File: config.mk
export PLATFORM = sky130hd
export DESIGN_NAME = mul_unit
export DESIGN_NICKNAME = d
export VERILOG_FILES = /design/src/rtl/mul_unit_pkg.sv /design/src/rtl/mul_unit_twos_neg.sv /design/src/rtl/mul_unit.sv
export SDC_FILE = /design/constraint.sdc
export NUM_CORES = 1
export LEC_CHECK = 0
export ABC_AREA = 1
export CAP_MARGIN = 10
export CORE_ASPECT_RATIO = 1.4
export CORE_UTILIZATION = 59
export CTS_CLUSTER_SIZE = 40
export DETAILED_ROUTE_END_ITERATION = 7
export PLACE_DENSITY = 0.81
export SYNTH_ARGS = -nofsm -noshare
export SYNTH_HDL_FRONTEND = slang
export SYNTH_SLANG_ARGS = --single-unit
File: constraint.sdc
create_clock -name clk -period 4.4 [get_ports clk]
set_input_delay 0.88 -clock clk [delete_from_list [all_inputs] [get_ports clk]]
set_output_delay 0.88 -clock clk [all_outputs]
set_load 0.005 [all_outputs]
File: src/rtl/mul_unit_pkg.sv
// Shared definitions for the iterative multiplier: ALU opcodes common with decode/ALU,
// and the multiplier FSM state encoding.
package mul_unit_pkg;

    localparam logic [2:0] ALU_ADD  = 3'b000;
    localparam logic [2:0] ALU_SUB  = 3'b001;
    localparam logic [2:0] ALU_AND  = 3'b010;
    localparam logic [2:0] ALU_ORR  = 3'b011;
    localparam logic [2:0] ALU_UMUL = 3'b101;
    localparam logic [2:0] ALU_SMUL = 3'b110;
    localparam logic [2:0] ALU_MUL  = 3'b111;

    typedef enum logic [1:0] {
        StIdle,
        StRun,
        StFix,
        StDone
    } mul_state_e;

    function automatic logic is_mul_op(input logic [2:0] op);
        return (op == ALU_MUL) || (op == ALU_SMUL) || (op == ALU_UMUL);
    endfunction

endpackage

File: src/rtl/mul_unit_twos_neg.sv
// Conditional two's-complement negate; used for operand magnitudes and the product fix-up.
module mul_unit_twos_neg #(
    parameter int unsigned W = 32
) (
    input  logic         neg_i,
    input  logic [W-1:0] a_i,
    output logic [W-1:0] y_o
);

    always_comb begin
        y_o = neg_i ? -a_i : a_i;
    end

endmodule

File: src/rtl/mul_unit.sv
// Iterative radix-2 shift-add multiplier with start/busy/done handshake.
// Handles MUL (low half), UMUL and SMUL (full 2*WIDTH product, sign fixed up after the loop).
module mul_unit
    import mul_unit_pkg::*;
#(
    parameter int unsigned WIDTH = 32
) (
    input  logic             clk,
    input  logic             reset,
    input  logic             start,
    input  logic [2:0]       ALUControl,
    input  logic [WIDTH-1:0] SrcA,
    input  logic [WIDTH-1:0] SrcB,
    output logic             busy,
    output logic             done,
    output logic [WIDTH-1:0] ResultLo,
    output logic [WIDTH-1:0] ResultHi,
    output logic [1:0]       Flags
);

    localparam int unsigned CntW = (WIDTH > 1) ? $clog2(WIDTH) : 1;

    mul_state_e           state_q, state_d;
    logic [2:0]           op_q, op_d;
    logic                 neg_q, neg_d;
    logic [WIDTH-1:0]     mcand_q, mcand_d;
    logic [WIDTH-1:0]     mplier_q, mplier_d;
    logic [2*WIDTH-1:0]   acc_q, acc_d;
    logic [CntW-1:0]      cnt_q, cnt_d;
    logic [WIDTH-1:0]     lo_q, lo_d;
    logic [WIDTH-1:0]     hi_q, hi_d;
    logic [1:0]           flags_q, flags_d;

    logic                 in_smul;
    logic [WIDTH-1:0]     abs_a, abs_b;
    logic [2*WIDTH-1:0]   product;
    logic [WIDTH:0]       sum;

    assign in_smul = (ALUControl == ALU_SMUL);

    mul_unit_twos_neg #(.W(WIDTH)) u_abs_a (
        .neg_i (in_smul & SrcA[WIDTH-1]),
        .a_i   (SrcA),
        .y_o   (abs_a)
    );

    mul_unit_twos_neg #(.W(WIDTH)) u_abs_b (
        .neg_i (in_smul & SrcB[WIDTH-1]),
        .a_i   (SrcB),
        .y_o   (abs_b)
    );

    mul_unit_twos_neg #(.W(2 * WIDTH)) u_fix (
        .neg_i (neg_q),
        .a_i   (acc_q),
        .y_o   (product)
    );

    // Upper-half add keeps its carry; it becomes the accumulator MSB after the shift.
    assign sum = {1'b0, acc_q[2*WIDTH-1:WIDTH]} + (mplier_q[0] ? {1'b0, mcand_q} : '0);

    always_comb begin
        state_d  = state_q;
        op_d     = op_q;
        neg_d    = neg_q;
        mcand_d  = mcand_q;
        mplier_d = mplier_q;
        acc_d    = acc_q;
        cnt_d    = cnt_q;
        lo_d     = lo_q;
        hi_d     = hi_q;
        flags_d  = flags_q;

        unique case (state_q)
            StIdle: begin
                if (start && is_mul_op(ALUControl)) begin
                    state_d  = StRun;
                    op_d     = ALUControl;
                    neg_d    = in_smul & (SrcA[WIDTH-1] ^ SrcB[WIDTH-1]);
                    mcand_d  = abs_a;
                    mplier_d = abs_b;
                    acc_d    = '0;
                    cnt_d    = '0;
                end
            end
            StRun: begin
                acc_d    = {sum, acc_q[WIDTH-1:1]};
                mplier_d = mplier_q >> 1;
                cnt_d    = cnt_q + CntW'(1);
                if (cnt_q == CntW'(WIDTH - 1)) begin
                    state_d = StFix;
                end
            end
            StFix: begin
                lo_d = product[WIDTH-1:0];
                if (op_q == ALU_MUL) begin
                    hi_d    = '0;
                    flags_d = {product[WIDTH-1], product[WIDTH-1:0] == '0};
                end else begin
                    hi_d    = product[2*WIDTH-1:WIDTH];
                    flags_d = {product[2*WIDTH-1], product == '0};
                end
                state_d = StDone;
            end
            StDone: begin
                state_d = StIdle;
            end
            default: begin
                state_d = StIdle;
            end
        endcase
    end

    always_ff @(posedge clk) begin
        if (reset) begin
            state_q  <= StIdle;
            op_q     <= '0;
            neg_q    <= 1'b0;
            mcand_q  <= '0;
            mplier_q <= '0;
            acc_q    <= '0;
            cnt_q    <= '0;
            lo_q     <= '0;
            hi_q     <= '0;
            flags_q  <= 2'b00;
        end else begin
            state_q  <= state_d;
            op_q     <= op_d;
            neg_q    <= neg_d;
            mcand_q  <= mcand_d;
            mplier_q <= mplier_d;
            acc_q    <= acc_d;
            cnt_q    <= cnt_d;
            lo_q     <= lo_d;
            hi_q     <= hi_d;
            flags_q  <= flags_d;
        end
    end

    assign busy     = (state_q != StIdle);
    assign done     = (state_q == StDone);
    assign ResultLo = lo_q;
    assign ResultHi = hi_q;
    assign Flags    = flags_q;

endmodule
-- Word-level counts from Yosys, hierarchy flattened
Index checks and enable logic that the tools add are counted.
- add/sub/neg operators: 5
- equality and inequality tests: 10
- multiplexer cells: 15
- bitwise operators: 4
- reduce and logical (&&, ||, !) cells: 11
- operators with widths (kind ; number):
    $mux 32 ; 5
    $mux 64 ; 2
    $pmux 64 s2 ; 1
    $logic_not 64->1 ; 1
    $neg 32->32 ; 2
    $neg 64->64 ; 1
    $pmux 32 s2 ; 1
    $add 32x32->33 ; 1
    $logic_not 32->1 ; 1
    $eq 3x3->1 const B ; 4
    $pmux 5 s2 ; 1
    $pmux 2 s4 ; 1
    $mux 2 ; 3
    $reduce_and 2->1 ; 3
    $add 5x1->5 const B ; 1
    $eq 5x5->1 const B ; 1
    $mux 5 ; 1
    $eq 2x2->1 const B ; 2
    $ne 2x2->1 const B ; 2
    $reduce_bool 2->1 ; 2
    $and 1x1->1 ; 3
    $eq 2x1->1 const B ; 1
    $logic_not 2->1 ; 1
    $logic_or 1x1->1 ; 2
    other kinds (2) ; 2
- bits in registers: 205
- bits of input ports: 70
- output and inout port bits: 68
- logic and storage cells: 55

-- Depth between registers and ports, before layout
- word-level depth: 6
- mapped depth: 22
- gate-level depth less buffers: 20

-- By module
Synthesis repeated with hierarchy kept, for this count alone.
- cell total of the unflattened synthesis: 2505
- area, all modules: 14833.0 um^2
- by module, submodules not included (module ; times used ; cells an instance ; area each (um^2) ; sequential area each (um^2)):
    mul_unit ; 1 ; 1557 ; 10317.4 ; 4103.9
    mul_unit_twos_neg (u_fix) ; 1 ; 498 ; 2411.1 ; 0.0
    mul_unit_twos_neg (u_abs_a ...) ; 2 ; 225 ; 1052.3 ; 0.0

-- Worst setup path before layout
No wires, ideal clock.
- path type: register to register
- from: register mplier_q[0]
- to: register acc_q[61]
- setup time: 0.070 ns
- data arrival time: 2.617 ns
- required time: 4.330 ns
- path slack: 1.712 ns
- cell stages (with the launch flop): 23
- buffers on the path: 2
- clock period less this slack: 2.688 ns
- cell sequence: dfxtp_1 -> clkbuf_1 -> clkbuf_1 -> nand2_1 -> inv_1 -> ha_1 -> inv_1 -> fa_1 -> o21ai_1 -> a21boi_0 -> inv_1 -> nand2_1 -> nand2_1 -> nand2_1 -> nand2_1 -> nand2_1 -> nand2_1 -> nand2_1 -> inv_1 -> nor2_1 -> nand2_1 -> nand3_1 -> a21oi_1
- word-level cells in the longest chain between the ends: 3
- ends and longest elaborated chain (element ; RTL line ; RTL):
    from (decl) ; mul_unit.sv:27 ; logic [WIDTH-1:0] mplier_q, mplier_d;
    from (signal assigned) ; mul_unit.sv:131 ; mplier_q <= mplier_d;
    $mux 32 ; mul_unit.sv:60 ; assign sum = {1'b0, acc_q[2*WIDTH-1:WIDTH]} + (mplier_q[0] ? {1'b0, mcand_q} : '0);
    $add 32x32->33 ; mul_unit.sv:60 ;
    $pmux 64 s2 ; mul_unit.sv:74 ; unique case (state_q)
    to (signal assigned) ; mul_unit.sv:121 ; acc_q <= '0;
    to (signal assigned) ; mul_unit.sv:132 ; acc_q <= acc_d;
    to (decl) ; mul_unit.sv:28 ; logic [2*WIDTH-1:0] acc_q, acc_d;
No other way between the ends.
A chain may end at the register's enable or synchronous reset.

-- Worst setup path in the final report
Same ends and word-level chain as after synthesis.

==> impl_metrics.yaml <==
clock_network:
  path_clk_slew_ns: 0.07
  cts_max_level: 1
  cts_tree: "done"
  cts_buffers: 21
  ctsRootBufferMaster: "clkbuf_16"
  hold_buffers: 0
  clock_sinks: 205
  cts_max_path_buffers: 3
  insertion_delay_ns: 0.51
  postCtsSetupBuffers: 0
  ctsResizeCount: 0
min_path:
  hold_start: "ResultHi[27]"
  whs_endpoint: "ResultHi[27]"
  holdPathStages: 2
  hold_path_class: "reg -> reg"
routing:
  routedWlPerCell_um: 15.3
  postRouteAntennaNets: 0
  via_count: 14203
  dr.pass1.iters: 5
  viasPerCell: 5.55
  drt_iter0_drc: 983
  drc: 0
  routed_wl_um: 39300
sta:
  slew_headroom_pct: 38.1
  finalCritPeriodShare_pct: 71.9
  worstMarginPinSlew_ns: 0.928
  drv_slew: 0
  finalHoldViolations: 0
  setup_tns_ns: 0
  grt_setup_unrepaired: "false"
  fin_skew_ns: 0.0153
  fmax_ghz: 0.316
  setup_viol: 0
  timing.final.crit_period_ns: 3.17
status:
  status: "completed"
worst_setup_path:
  startpoint: "mplier_q[0]"
  cpPeakStageDelay_ns: 0.41
  cp-end-kind: "flop"
  path_class: "reg -> reg"
  startpoint_type: "flop"
  path_delay_family: "simple AND/OR/NAND/NOR gates"
  crit_path_max_fanout: 30
  worstPathBufferInverterCount: 5
  cpMostUsedCell: "nand2_1"
  arrival_ns: 3.60
  r2r_start: "mplier_q[0]"
  worstReg2RegEnd: "acc_q[61]"
  reg2reg_depth: 21
  reg2reg_slack_ns: 1.23
  critPathRequiredTime_ns: 4.84
  critical_path_depth: 21
  worstPathCellList: "buf_4 > nand2_1 > inv_1 > ha_1 > inv_1 > fa_1 > o21ai_1 > a21boi_0 > inv_1 > nand2_1 > nand2_1 > nand2_1 > nand2_1 > nand2_1 > nand2_1 > nand2_1 > inv_1 > nor2_1 > nand2_1 > nand3_1 > a21oi_1"
  cp_slowest_cell: "fa_1"
flow_run:
  drv_cap: 0
die:
  dieHeight_um: 180
  row_count: 64
  initial_core_util_pct: 60.8
  io_pins: 138
  die_area_mm2: 0.0233
  design.core.area_mm2: 0.0220
  die_w_um: 129
layout:
  syn_to_final_growth_pct: 16.6
  antennaDiodeCount: 0
  nNetsFinal: 2362
  drive_above_1_share_pct: 4.42
  final_util_pct: 70.9
synthesis:
  syn_area_mm2: 0.0134
  synth-seq-cells: 205
  ys_async_sr_fraction_pct: 0
  ys_warn_count: 0
  synth_cell_types: 46
  synth_nets: 2274
  avgSynthCellArea_um2: 6.20
  synth.yosys.seq_area_share_pct: 30.6
  synth_edf_count: 0
  synthFlopType: "dfxtp_1"
  synth_cells: 2161
placement:
  gp_congestion: 0.971
  dp_hpwl_um: 29800
  port-buffer-count: 137
global_route:
  grt_use_total_pct: 33.9
  antenna_found_initial: 0
  grt_max_degree: 73
  grt_pass1_vias: 13555
  grt_first_pass_wirelength_um: 64200
  overflow: 0
pwr:
  p_leak_nw: 7.33
  p_per_area_mw_per_mm2: 399
  peakVddDrop_v: 0.000331
[power by group]
group,internal (mW),switching (mW)
sequential,2.11,0.170
combinational,0.765,1.36
clock,1.06,0.756
[cells in the mapped netlist, types with 2 or more instances]
master	number	area [um^2]
clkbuf_1	69	259
or2_2	7	43.8
a31oi_1	8	50.1
o22ai_1	3	18.8
inv_1	219	822
o21ai_1	6	30.0
nand3_2	2	20.0
nand2_2	6	37.5
nor2_4	5	56.3
nor2_1	287	1080
a21oi_1	234	1170
o31ai_1	5	37.5
nor2_2	14	87.6
nor3_1	24	120
a21o_1	6	45.0
o21ai_4	2	32.5
o211ai_1	38	285
buf_2	9	45.0
nor4_1	8	50.1
nand3_1	75	375
buf_1	8	30.0
inv_2	4	15.0
o21ai_2	2	17.5
nand2_1	601	2260
o221ai_1	4	35.0
a221oi_1	3	26.3
o21ai_0	139	696
xor2_1	47	412
nor3_2	5	50.1
o21bai_1	3	22.5
xnor2_1	19	166
a211oi_1	3	22.5
a21boi_0	2	15.0
nand3b_1	10	75.1
o21a_1	5	37.5
ha_1	42	526
nand4_1	24	150
dfxtp_1	205	4100
[area by class of cell]
class,count,area [um^2]
multi-input cells,1646,8120
fillers,1934,6400
flip-flops and latches,205,4110
repair buffers,151,1490
inverters,224,841
clock buffers,29,596
well taps,297,372
clock inverters,7,95.1
[metal layers]
metal / wire length (um) / track usage, % / up-vias / share of wire (%)
met5: 0 / 0 / - / 0
met4: 1910 / 16.6 / 0 / 4.9
met3: 1770 / 3.03 / 117 / 4.5
met2: 19700 / 61.3 / 466 / 50
met1: 15900 / 39.3 / 6423 / 41
li1: - / - / 7197 / -
[per-stage QoR]
stage                     hold slack [ns]  setup WS (ns)  cells  power, mW  instance area, um^2
after global placement              0.445           1.16   2523       4.35                14900
after CTS                           0.464           1.27   2559       6.23                15600
after floorplan                     0.430           1.71   2161       3.66                13400
after global routing                0.475          0.963   2559       6.60                15600
final                               0.463           1.23   2559       6.23                15600
after detailed placement            0.451           1.04   2523       4.41                14900
[cells by family after synthesis]
family,after synthesis,synth area share [%]
and+or+nand+nor,1071,33.0
AOI/OAI and AO/OA,466,19.2
buffers and inverters,310,8.77
DFF,205,30.6
xor gates and xnor gates,66,4.32
adders and majority gates,43,4.07
[sequential cells by signal, indices dropped and copies added, names as in the netlist]
| signal | cells |
|---|---|
| Flags | 2 |
| ResultHi | 32 |
| ResultLo | 32 |
| acc_q | 64 |
| cnt_q | 5 |
| mcand_q | 32 |
| mplier_q | 32 |
| neg_q | 1 |
| op_q | 3 |
| state_q | 2 |
[tightest hold or removal path, delay by kind of cell, from the launching register on]
family          cells  cell delay [ns]
simple gates        1             0.06
compound gates      1             0.05
flops               1             0.31
[cell usage in the layout (no fill, tap or decap), types with 3 or more instances in the layout]
master           netlist  routed
nand2_1              601     601
nor2_1               287     286
a21oi_1              234     234
inv_1                219     218
dfxtp_1              205     204
o21ai_0              139     139
clkdlybuf4s50_1        0     136
nand3_1               75      75
xor2_1                47      47
ha_1                  42      41
o211ai_1              38      38
nor3_1                24      24
nand4_1               24      24
clkbuf_16              0      21
xnor2_1               19      19
nor2_2                14      15
buf_4                  0      14
nand3b_1              10      10
a31oi_1                8       8
nor4_1                 8       8
or2_2                  7       7
a21o_1                 6       6
nand2_2                6       6
o21ai_1                6       5
o21a_1                 5       5
inv_2                  4       5
nor2_4                 5       5
nor3_2                 5       5
o31ai_1                5       5
o221ai_1               4       4
clkbuf_8               0       4
clkbuf_1              69       4
o21ai_2                2       3
a211oi_1               3       3
o22ai_1                3       3
o21bai_1               3       3
a221oi_1               3       3
[worst max-delay path by stage]
stage / endpoint / slack, ns
after floorplan: acc_q[61] / 1.71
after CTS: acc_q[61] / 1.27
final: acc_q[61] / 1.23
after global placement: mcand_q[26] / 1.16
after detailed placement: mcand_q[26] / 1.04
after global routing: acc_q[61] / 0.96
Note: power is estimated with default switching activity, not from simulation.
